[src/rtl/rv_fetch_unit_if.sv]
// Fetch-unit bus bundle: the instruction-memory request/response channel plus
// the decode-side valid/ready channel. The master modport is the fetch unit.
interface rv_fetch_unit_if;
    logic        imem_req_valid;
    logic        imem_req_ready;
    logic [31:0] imem_addr;
    logic        imem_rsp_valid;
    logic [31:0] imem_rsp_data;
    logic [31:0] instr;
    logic [31:0] pc;
    logic        instr_valid;
    logic        instr_ready;

    modport master (
        output imem_req_valid, imem_addr, instr, pc, instr_valid,
        input  imem_req_ready, imem_rsp_valid, imem_rsp_data, instr_ready
    );

    modport slave (
        input  imem_req_valid, imem_addr, instr, pc, instr_valid,
        output imem_req_ready, imem_rsp_valid, imem_rsp_data, instr_ready
    );
endinterface

[src/rtl/rv_fetch_unit.sv]
// Instruction fetch stage: PC owner, credit-limited in-order memory requests,
// small instruction FIFO to decode, and redirect with wrong-path discard.
// Optional macro FETCH_MISALIGN_TRAP_EN adds the misaligned-target trap output.
module rv_fetch_unit #(
    parameter logic [31:0] RESET_PC   = 32'h0000_0000,
    parameter int          FIFO_DEPTH = 2,
    parameter int          CNT_W      = 2
) (
    input  logic            clk,
    input  logic            rst,
    input  logic            PCSel,
    input  logic [31:0]     alu_result,
    rv_fetch_unit_if.master bus
`ifdef FETCH_MISALIGN_TRAP_EN
    ,
    output logic            misaligned
`endif
);
    localparam int PTR_W = (FIFO_DEPTH > 1) ? $clog2(FIFO_DEPTH) : 1;
    localparam int FCW   = PTR_W + 1;

    logic [31:0]      fetch_pc_q, fetch_pc_d;
    logic [31:0]      rsp_pc_q, rsp_pc_d;
    logic [CNT_W-1:0] outstanding_q, outstanding_d;
    logic [CNT_W-1:0] drop_q, drop_d;
    logic [FCW-1:0]   count_q, count_d;
    logic [PTR_W-1:0] wr_ptr_q, wr_ptr_d;
    logic [PTR_W-1:0] rd_ptr_q, rd_ptr_d;

    logic [31:0] data_mem_q [FIFO_DEPTH];
    logic [31:0] pc_mem_q   [FIFO_DEPTH];

    logic        credit_ok, trap_stall, req_valid, accept;
    logic        rsp_keep, push, pop, fifo_nonempty;
    logic [31:0] target;

`ifdef FETCH_MISALIGN_TRAP_EN
    logic mis_q, mis_d;
    assign trap_stall = mis_q;
    assign misaligned = mis_q;
`else
    logic unused_low_bits;
    assign unused_low_bits = ^alu_result[1:0];
    assign trap_stall      = 1'b0;
`endif

    assign target        = {alu_result[31:2], 2'b00};
    assign fifo_nonempty = (count_q != '0);
    // In-flight plus buffered words never exceed the FIFO, so responses need no backpressure.
    assign credit_ok = (32'(outstanding_q) + 32'(count_q)) < 32'(FIFO_DEPTH);
    assign req_valid = ~rst & credit_ok & ~PCSel & ~trap_stall;
    assign accept    = req_valid & bus.imem_req_ready;
    assign rsp_keep  = bus.imem_rsp_valid & (drop_q == '0);
    assign push      = rsp_keep & ~PCSel;
    assign pop       = fifo_nonempty & bus.instr_ready;

    assign bus.imem_req_valid = req_valid;
    assign bus.imem_addr      = fetch_pc_q;
    assign bus.instr_valid    = fifo_nonempty;
    assign bus.instr          = fifo_nonempty ? data_mem_q[rd_ptr_q] : 32'h0;
    assign bus.pc             = fifo_nonempty ? pc_mem_q[rd_ptr_q]   : 32'h0;

    always_comb begin
        fetch_pc_d    = fetch_pc_q;
        rsp_pc_d      = rsp_pc_q;
        outstanding_d = outstanding_q + CNT_W'(accept) - CNT_W'(bus.imem_rsp_valid);
        drop_d        = drop_q;
        count_d       = count_q + FCW'(push) - FCW'(pop);
        wr_ptr_d      = push ? wr_ptr_q + 1'b1 : wr_ptr_q;
        rd_ptr_d      = pop  ? rd_ptr_q + 1'b1 : rd_ptr_q;
`ifdef FETCH_MISALIGN_TRAP_EN
        mis_d         = mis_q;
`endif
        if (accept)
            fetch_pc_d = fetch_pc_q + 32'd4;
        if (bus.imem_rsp_valid && drop_q != '0)
            drop_d = drop_q - 1'b1;
        if (rsp_keep)
            rsp_pc_d = rsp_pc_q + 32'd4;
        // Everything still in flight after this cycle belongs to the old path.
        if (PCSel) begin
            count_d    = '0;
            wr_ptr_d   = '0;
            rd_ptr_d   = '0;
            drop_d     = outstanding_q - CNT_W'(bus.imem_rsp_valid);
            fetch_pc_d = target;
            rsp_pc_d   = target;
`ifdef FETCH_MISALIGN_TRAP_EN
            mis_d      = |alu_result[1:0];
`endif
        end
    end

    always_ff @(posedge clk or posedge rst) begin
        if (rst) begin
            fetch_pc_q    <= RESET_PC;
            rsp_pc_q      <= RESET_PC;
            outstanding_q <= '0;
            drop_q        <= '0;
            count_q       <= '0;
            wr_ptr_q      <= '0;
            rd_ptr_q      <= '0;
`ifdef FETCH_MISALIGN_TRAP_EN
            mis_q         <= 1'b0;
`endif
        end else begin
            fetch_pc_q    <= fetch_pc_d;
            rsp_pc_q      <= rsp_pc_d;
            outstanding_q <= outstanding_d;
            drop_q        <= drop_d;
            count_q       <= count_d;
            wr_ptr_q      <= wr_ptr_d;
            rd_ptr_q      <= rd_ptr_d;
`ifdef FETCH_MISALIGN_TRAP_EN
            mis_q         <= mis_d;
`endif
        end
    end

    // Storage is never reset; validity comes solely from count_q.
    always_ff @(posedge clk) begin
        if (push) begin
            data_mem_q[wr_ptr_q] <= bus.imem_rsp_data;
            pc_mem_q[wr_ptr_q]   <= rsp_pc_q;
        end
    end
endmodule

[src/flat_wrapper.sv]
// flat-port wrapper written by rule: the top's interface ports become plain ports
module rv_fetch_unit_flat 
#(
    parameter logic [31:0] RESET_PC   = 32'h0000_0000,
    parameter int          FIFO_DEPTH = 2,
    parameter int          CNT_W      = 2
)
  (clk, rst, PCSel, alu_result, bus_imem_req_valid, bus_imem_addr, bus_instr, bus_pc, bus_instr_valid, bus_imem_req_ready, bus_imem_rsp_valid, bus_imem_rsp_data, bus_instr_ready);
  rv_fetch_unit_if bus_i ();
  input  logic clk;
  input  logic rst;
  input  logic PCSel;
  input  logic [31:0] alu_result;
  output wire logic [$bits(bus_i.imem_req_valid)-1:0] bus_imem_req_valid;
  output wire logic [$bits(bus_i.imem_addr)-1:0] bus_imem_addr;
  output wire logic [$bits(bus_i.instr)-1:0] bus_instr;
  output wire logic [$bits(bus_i.pc)-1:0] bus_pc;
  output wire logic [$bits(bus_i.instr_valid)-1:0] bus_instr_valid;
  input wire logic [$bits(bus_i.imem_req_ready)-1:0] bus_imem_req_ready;
  input wire logic [$bits(bus_i.imem_rsp_valid)-1:0] bus_imem_rsp_valid;
  input wire logic [$bits(bus_i.imem_rsp_data)-1:0] bus_imem_rsp_data;
  input wire logic [$bits(bus_i.instr_ready)-1:0] bus_instr_ready;
  assign bus_imem_req_valid = bus_i.imem_req_valid;
  assign bus_imem_addr = bus_i.imem_addr;
  assign bus_instr = bus_i.instr;
  assign bus_pc = bus_i.pc;
  assign bus_instr_valid = bus_i.instr_valid;
  assign bus_i.imem_req_ready = bus_imem_req_ready;
  assign bus_i.imem_rsp_valid = bus_imem_rsp_valid;
  assign bus_i.imem_rsp_data = bus_imem_rsp_data;
  assign bus_i.instr_ready = bus_instr_ready;
  rv_fetch_unit #(.RESET_PC(RESET_PC), .FIFO_DEPTH(FIFO_DEPTH), .CNT_W(CNT_W)) u_core (.clk(clk), .rst(rst), .PCSel(PCSel), .alu_result(alu_result), .bus(bus_i));
endmodule
[config.mk]
export PLATFORM = sky130hd
export DESIGN_NAME = rv_fetch_unit_flat
export DESIGN_NICKNAME = d
export VERILOG_FILES = /design/src/rtl/rv_fetch_unit_if.sv /design/src/rtl/rv_fetch_unit.sv /design/src/flat_wrapper.sv
export SDC_FILE = /design/constraint.sdc
export NUM_CORES = 1
export LEC_CHECK = 0
export ABC_CLOCK_PERIOD_IN_PS = 5900
export CELL_PAD_IN_SITES_DETAIL_PLACEMENT = 1
export CELL_PAD_IN_SITES_GLOBAL_PLACEMENT = 1
export CORE_MARGIN = 2
export CORE_UTILIZATION = 39
export CTS_BUF_LIST = sky130_fd_sc_hd__clkbuf_4
export CTS_CLUSTER_SIZE = 10
export DETAILED_ROUTE_END_ITERATION = 8
export PLACE_DENSITY = 0.78
export SLEW_MARGIN = 40
export SYNTH_ARGS = -nofsm -noshare
export SYNTH_HDL_FRONTEND = slang
export SYNTH_SLANG_ARGS = --single-unit
[constraint.sdc]
create_clock -name clk -period 5.9 [get_ports clk]
set_input_delay 0.59 -clock clk [delete_from_list [all_inputs] [get_ports clk]]
set_output_delay 0.59 -clock clk [all_outputs]
set_load 0.05 [all_outputs]
# [Word level (Yosys, flattened, before mapping)]
# Memories as Yosys holds them, arrays and structs flattened.
# Index checks and enable logic that the tools add are counted.
[totals] regBits=72 ramBits=128 output_inout_bits=98 memories=2
[op_classes] addsub=11 n_lt_le_gt_ge=1 muxes=15 bitwise=8 n_reduce_logical=9
[mem_list] name="u_core.data_mem_q" words=2 word_bits=32 read_ports=1 rd_clocked_by_memory_dff=0 write_ports=1 line="rv_fetch_unit.sv:30" rtl="logic [31:0] data_mem_q [FIFO_DEPTH];"
[mem_list] name="u_core.pc_mem_q" words=2 word_bits=32 read_ports=1 rd_clocked_by_memory_dff=0 write_ports=1 line="rv_fetch_unit.sv:31" rtl="logic [31:0] pc_mem_q [FIFO_DEPTH];"
[op_table] op="32-bit 2-to-1 mux" n=6
[op_table] op="32-bit by 3-bit adder with 32-bit output (second input constant)" n=2
[op_table] op="32-bit by 2-bit < comparator with 1-bit output (second input constant)" n=1
[op_table] op="2-bit nonzero test" n=7
[op_table] op="1-bit AND" n=6
[op_table] op="1-bit 2-to-1 mux" n=6
[op_table] op="2-bit 2-to-1 mux" n=3
[op_table] op="2-bit by 1-bit subtractor with 2-bit output" n=3
[op_table] op="2-bit by 1-bit adder with 2-bit output" n=2
[op_table] op="2-bit by 2-bit adder with 3-bit output" n=1
[op_table] op="1-bit adder (second input constant)" n=2
[op_table] op="2-bit logical NOT" n=1
[op_table] op="1-bit NOT" n=2
[op_table] op="2-bit by 1-bit subtractor with 2-bit output (second input constant)" n=1
[op_table] op="1-bit logical AND" n=1

# [Logic depth before layout (Yosys ltp)]
[logic_depth] ltp_word=7 depth_mapped=11 depth_no_buf=10

# [Worst setup path before layout]
# OpenSTA, ideal clock, no wires.
[synth_timing] path_kind="in2reg" start="input PCSel" end="memory u_core.data_mem_q[0][0], enable pin" setup_ps=558 arrival_ps=5272 t_required_ps=5342 setup_slack_ps=70 stages=3 n_path_buf=2 path_cell_list="clkbuf_1 -> clkbuf_1 -> nor3_1"
[synth_between] elab_chain_cells=4
[synth_rtl] element="start: declaration" line="flat_wrapper.sv:12" rtl="input logic PCSel;"
[synth_rtl] element="1-bit NOT" line="rv_fetch_unit.sv:54" rtl="assign push = rsp_keep & ~PCSel;"
[synth_rtl] element="1-bit AND" line="rv_fetch_unit.sv:54"
[synth_rtl] element="1-bit 2-to-1 mux" line="rv_fetch_unit.sv:122" rtl="if (push) begin"
[synth_rtl] element="1-bit 2-to-1 mux (not written as such)" line="rv_fetch_unit.sv:123" rtl="data_mem_q[wr_ptr_q] <= bus.imem_rsp_data;"
[synth_rtl] element="end: declaration" line="rv_fetch_unit.sv:30"
# No other way between the ends.

# [Final worst setup path]
[layout_timing] start="register u_core.rd_ptr_q" end="output bus_pc[20]"
[layout_between] elab_chain_cells=2
[layout_rtl] element="start: declaration" line="rv_fetch_unit.sv:28" rtl="logic [PTR_W-1:0] rd_ptr_q, rd_ptr_d;"
[layout_rtl] element="start signal: assignment" line="rv_fetch_unit.sv:113" rtl="rd_ptr_q <= rd_ptr_d;"
[layout_rtl] element="memory read 2 x 32 bit"
[layout_rtl] element="32-bit 2-to-1 mux" line="rv_fetch_unit.sv:61" rtl="assign bus.pc = fifo_nonempty ? pc_mem_q[rd_ptr_q] : 32'h0;"
[layout_rtl] element="end: declaration" line="flat_wrapper.sv:17" rtl="output wire logic [$bits(bus_i.pc)-1:0] bus_pc;"
# No other way between the ends.

==> run_results.csv <==
group,metric,value,unit
cts,cts-buffers-inserted,17,
worst_setup_path,critPathLaunchType,"flop",
worst_setup_path,critical-path-top-delay-family,"buffers and inverters",
cts,path_clk_slew,0.16,ns
cts,insertion_delay,0.59,ns
placed_design,placed_cells,1086,
placed_design,hpwl,14100,um
route,num_vias,5832,
synth,synth_ff_type,"edfxtp_1",
min_path,hp-class,"input port to asynchronous set/reset pin",
power,clkPwrFrac,19.4,%
worst_setup_path,crit_path_end_kind,"output pin",
placed_design,gp_congestion,0.809,
sta,rsz0062_at_grt,"false",
floorplanning,rows,53,
worst_setup_path,crit_slowest_cell,"dfrtp_4",
route,top_layer,"met4",
synth,synthCells,670,
route,wl_met2,9920,um
sta,fmax,268,MHz
layout,layout.nets,908,
worst_setup_path,required,5.31,ns
sta,finalHoldViolCount,0,
layout,drive_above_1_share,7.83,%
worst_setup_path,worst-endpoint-arrival,3.14,ns
route,drtIter0Drc,283,
route,drt_wl_total,20300,um
worst_setup_path,worst-path-buf-inv,2,
worst_setup_path,critPathKind,"flop to output pin",
route,dr_wl_met3,1020,um
synth,synth_area_per_cell,12.6,um^2
sta,max_slew_margin,48.2,%
synth,synth.area.top_cells,"edfxtp_1, dfrtp_1, mux2i_1, nor2_1, xor2_1",
synth,ys_types,49,
sta,slew_viol_final,0,
power,leakagePower,3.74,nW
floorplanning,die_w,151,um
power,swShare,39.8,%
run_status,status,"complete, no violations",
layout,fill_cells,2183,
synth,synth_seq_cells,192,
grt,antenna_found_initial,0,
cts,tritoncts,"yes",
route,via_per_inst,5.22,
power,seqPwrFrac,43.6,%
route,avgRoutedWirePerCell,18.2,um
synth,yosysMostFrequentCell,"edfxtp_1",
worst_setup_path,crit_chain,"buf_4, mux2i_1, nor2_1, clkdlybuf4s50_1",
synth,syn_area,8450,um^2
sta,clock_skew,0.0321,ns
power,combPwrFrac,37.0,%
sta,tns,0,ns
cts,post-cts-setup-buffers,0,
floorplanning,core_area,21200,um^2
route,drtAntennaViolNets,0,
placed_design,port_buffers,161,
job,cap_violations,0,
synth,yosys-top-cells-count,"edfxtp_1, nor2_1, dfrtp_1, mux2i_1, nand2_1",
worst_setup_path,cp_max_fo,43,
cts,clock-sinks,192,
power,powerDensity,375,nW/um^2
cts,root_buffer,"clkbuf_4",
grt,grt_max_degree,51,
sta,setup_viol,0,
sta,finalCritPeriodShare,63.2,%
route,drc,0,
floorplanning,pin_count,168,
grt,grt_pass1_wl,32600,um
route,drt-met1-wl,9010,um
sta,worst_pin_slew,0.774,ns
layout,num_antenna_cells,0,
sta,finalCriticalPeriod,3.73,ns
synth,ys_seq_area_share,64.2,%
synth,synth_top_area_share,44.1,%
route,first_pass_iters,4,
power,p_sw,0.00160,W
cts,cts_resized,0,
cts,htreeDepth,4,
cts,cts.path.max_buffers,2,
power,intPower,0.00241,W
synth,ys_warn_count,0,
floorplanning,initial_utilization,39.9,%
layout,finalNonFillerCells,1118,
floorplanning,die-area,22900,um^2
synth,async_flop_share,35.4,%
layout,design_area,10700,um^2
power,irDropWorstVdd,161,uV
placed_design,place_area,10400,um^2
grt,grt_pass1_vias,6143,
grt,grt.total_usage,18.7,%
cts,cts_hold_buf,0,
synth,yosysTopAreaCell,"edfxtp_1",
grt,overflow,0,
layout,syn_to_final_growth,26.6,%
synth,synth_edf_count,124,
worst_setup_path,cpPeakStageDelay,0.95,ns
floorplanning,fp.dieH,151,um
-- cells by family after synthesis --
| group | synth area share, % |
|---|---|
| compound gates | 5.69 |
| xor+xnor | 4.87 |
| fa+ha+maj | 1.27 |
| buf+inv | 2.34 |
| flops | 64.2 |
| mux | 8.53 |
| other cells | 0.0444 |
| simple gates | 13.0 |
-- metrics by stage --
stage | total power (W) | worst slack (ns) | hold WS, ns | utilization [%]
after CTS | 0.00406 | 2.06 | 0.420 | 50.5
after floorplan | 0.00276 | 0.0705 | 0.462 | -
final | 0.00401 | 2.17 | 0.454 | 50.6
after detailed placement | 0.00328 | 2.44 | 0.513 | 49.0
after global placement | 0.00325 | 2.46 | 0.496 | 49.0
after global routing | 0.00422 | 1.93 | 0.447 | 50.6
-- final timing paths --
check | startpoint | to | slack [ns] | depth (start not counted)
worst max-delay path | u_core.rd_ptr_q$_DFFE_PP0P_ | bus_pc[20] | 2.17 | 4
worst min-delay path | rst | u_core.bus.imem_addr[5]$_DFFE_PP0P_ | 0.45 | 2
worst max register to register | u_core.count_q[0]$_DFF_PP0_ | u_core.bus.imem_addr[31]$_DFFE_PP0P_ | 2.59 | 10
worst min register to register | u_core.rsp_pc_q[31]$_DFFE_PP0N_ | u_core.pc_mem_q[0][31]$_DFFE_PP_ | 0.54 | 0
max in group asynchronous | rst | u_core.rd_ptr_q$_DFFE_PP0P_ | 4.41 | 3
min in group clk | u_core.rsp_pc_q[31]$_DFFE_PP0N_ | u_core.pc_mem_q[0][31]$_DFFE_PP_ | 0.54 | 0
-- registers in the layout, indices dropped and copies added, names as in the netlist --
| register | flops |
|---|---|
| u_core.wr_ptr_q | 1 |
| u_core.outstanding_q | 2 |
| u_core.data_mem_q | 64 |
| u_core.bus.imem_addr | 30 |
| u_core.rd_ptr_q | 1 |
| u_core.rsp_pc_q | 30 |
| u_core.drop_q | 2 |
| u_core.count_q | 2 |
| u_core.pc_mem_q | 60 |
-- power groups by stage --
stage	Combinational [W]	Clock, W	Sequential (W)
after global routing	0.00159	0.000863	0.00177
after floorplan	0.000960	0	0.00180
after global placement	0.00148	0	0.00176
after CTS	0.00151	0.000808	0.00175
final	0.00148	0.000779	0.00175
after detailed placement	0.00150	0	0.00178
-- layer usage --
layer | track usage, % | vias up
li1 | - | 2751
met1 | 24.8 | 2888
met2 | 31.0 | 167
met3 | 3.98 | 26
met4 | 5.37 | 0
met5 | 0 | -
-- final cells by class --
| cell class | count | area, um^2 | share of cell area (%) |
|---|---|---|---|
| clock buffer | 17 | 128 | 1.19 |
| clock inverter | 15 | 193 | 1.80 |
| inverter | 16 | 61.3 | 0.573 |
| timing repair buffer | 170 | 1680 | 15.7 |
| tap | 275 | 344 | 3.22 |
| sequential | 192 | 5430 | 50.8 |
| multi-input combinational | 433 | 2860 | 26.8 |
-- cells in the final DEF, fill, tap and decap left out, drive strengths merged, types with 2 or more instances in the layout --
cell           synthesis  layout
clkdlybuf4s50          0     161
a31oi                  4       4
nand4                 28      28
edfxtp               124     124
and4                   3       3
and2                   5       5
xnor2                 16      16
buf                   11       9
nand2                 45      45
bufinv                 0       3
nor3                   7       7
nor4                   5       5
clkinv                 1       3
xor2                  31      31
o311ai                 6       6
inv                   15      25
o21ai                 28      28
ha                     7       7
a211oi                 2       2
mux2i                 63      63
a21oi                 10      10
nand3                 20      20
and3                   9       9
a311oi                 2       2
or4                    3       3
clkbuf                21      17
or2                    2       2
conb                   1       4
nand2b                 4       4
o211ai                 9       9
nor2                  91      91
or3                    2       2
a21boi                 8       8
mux2                   8       8
dfrtp                 68      68
a41oi                  4       4
Note: power is estimated with default switching activity, not from simulation.
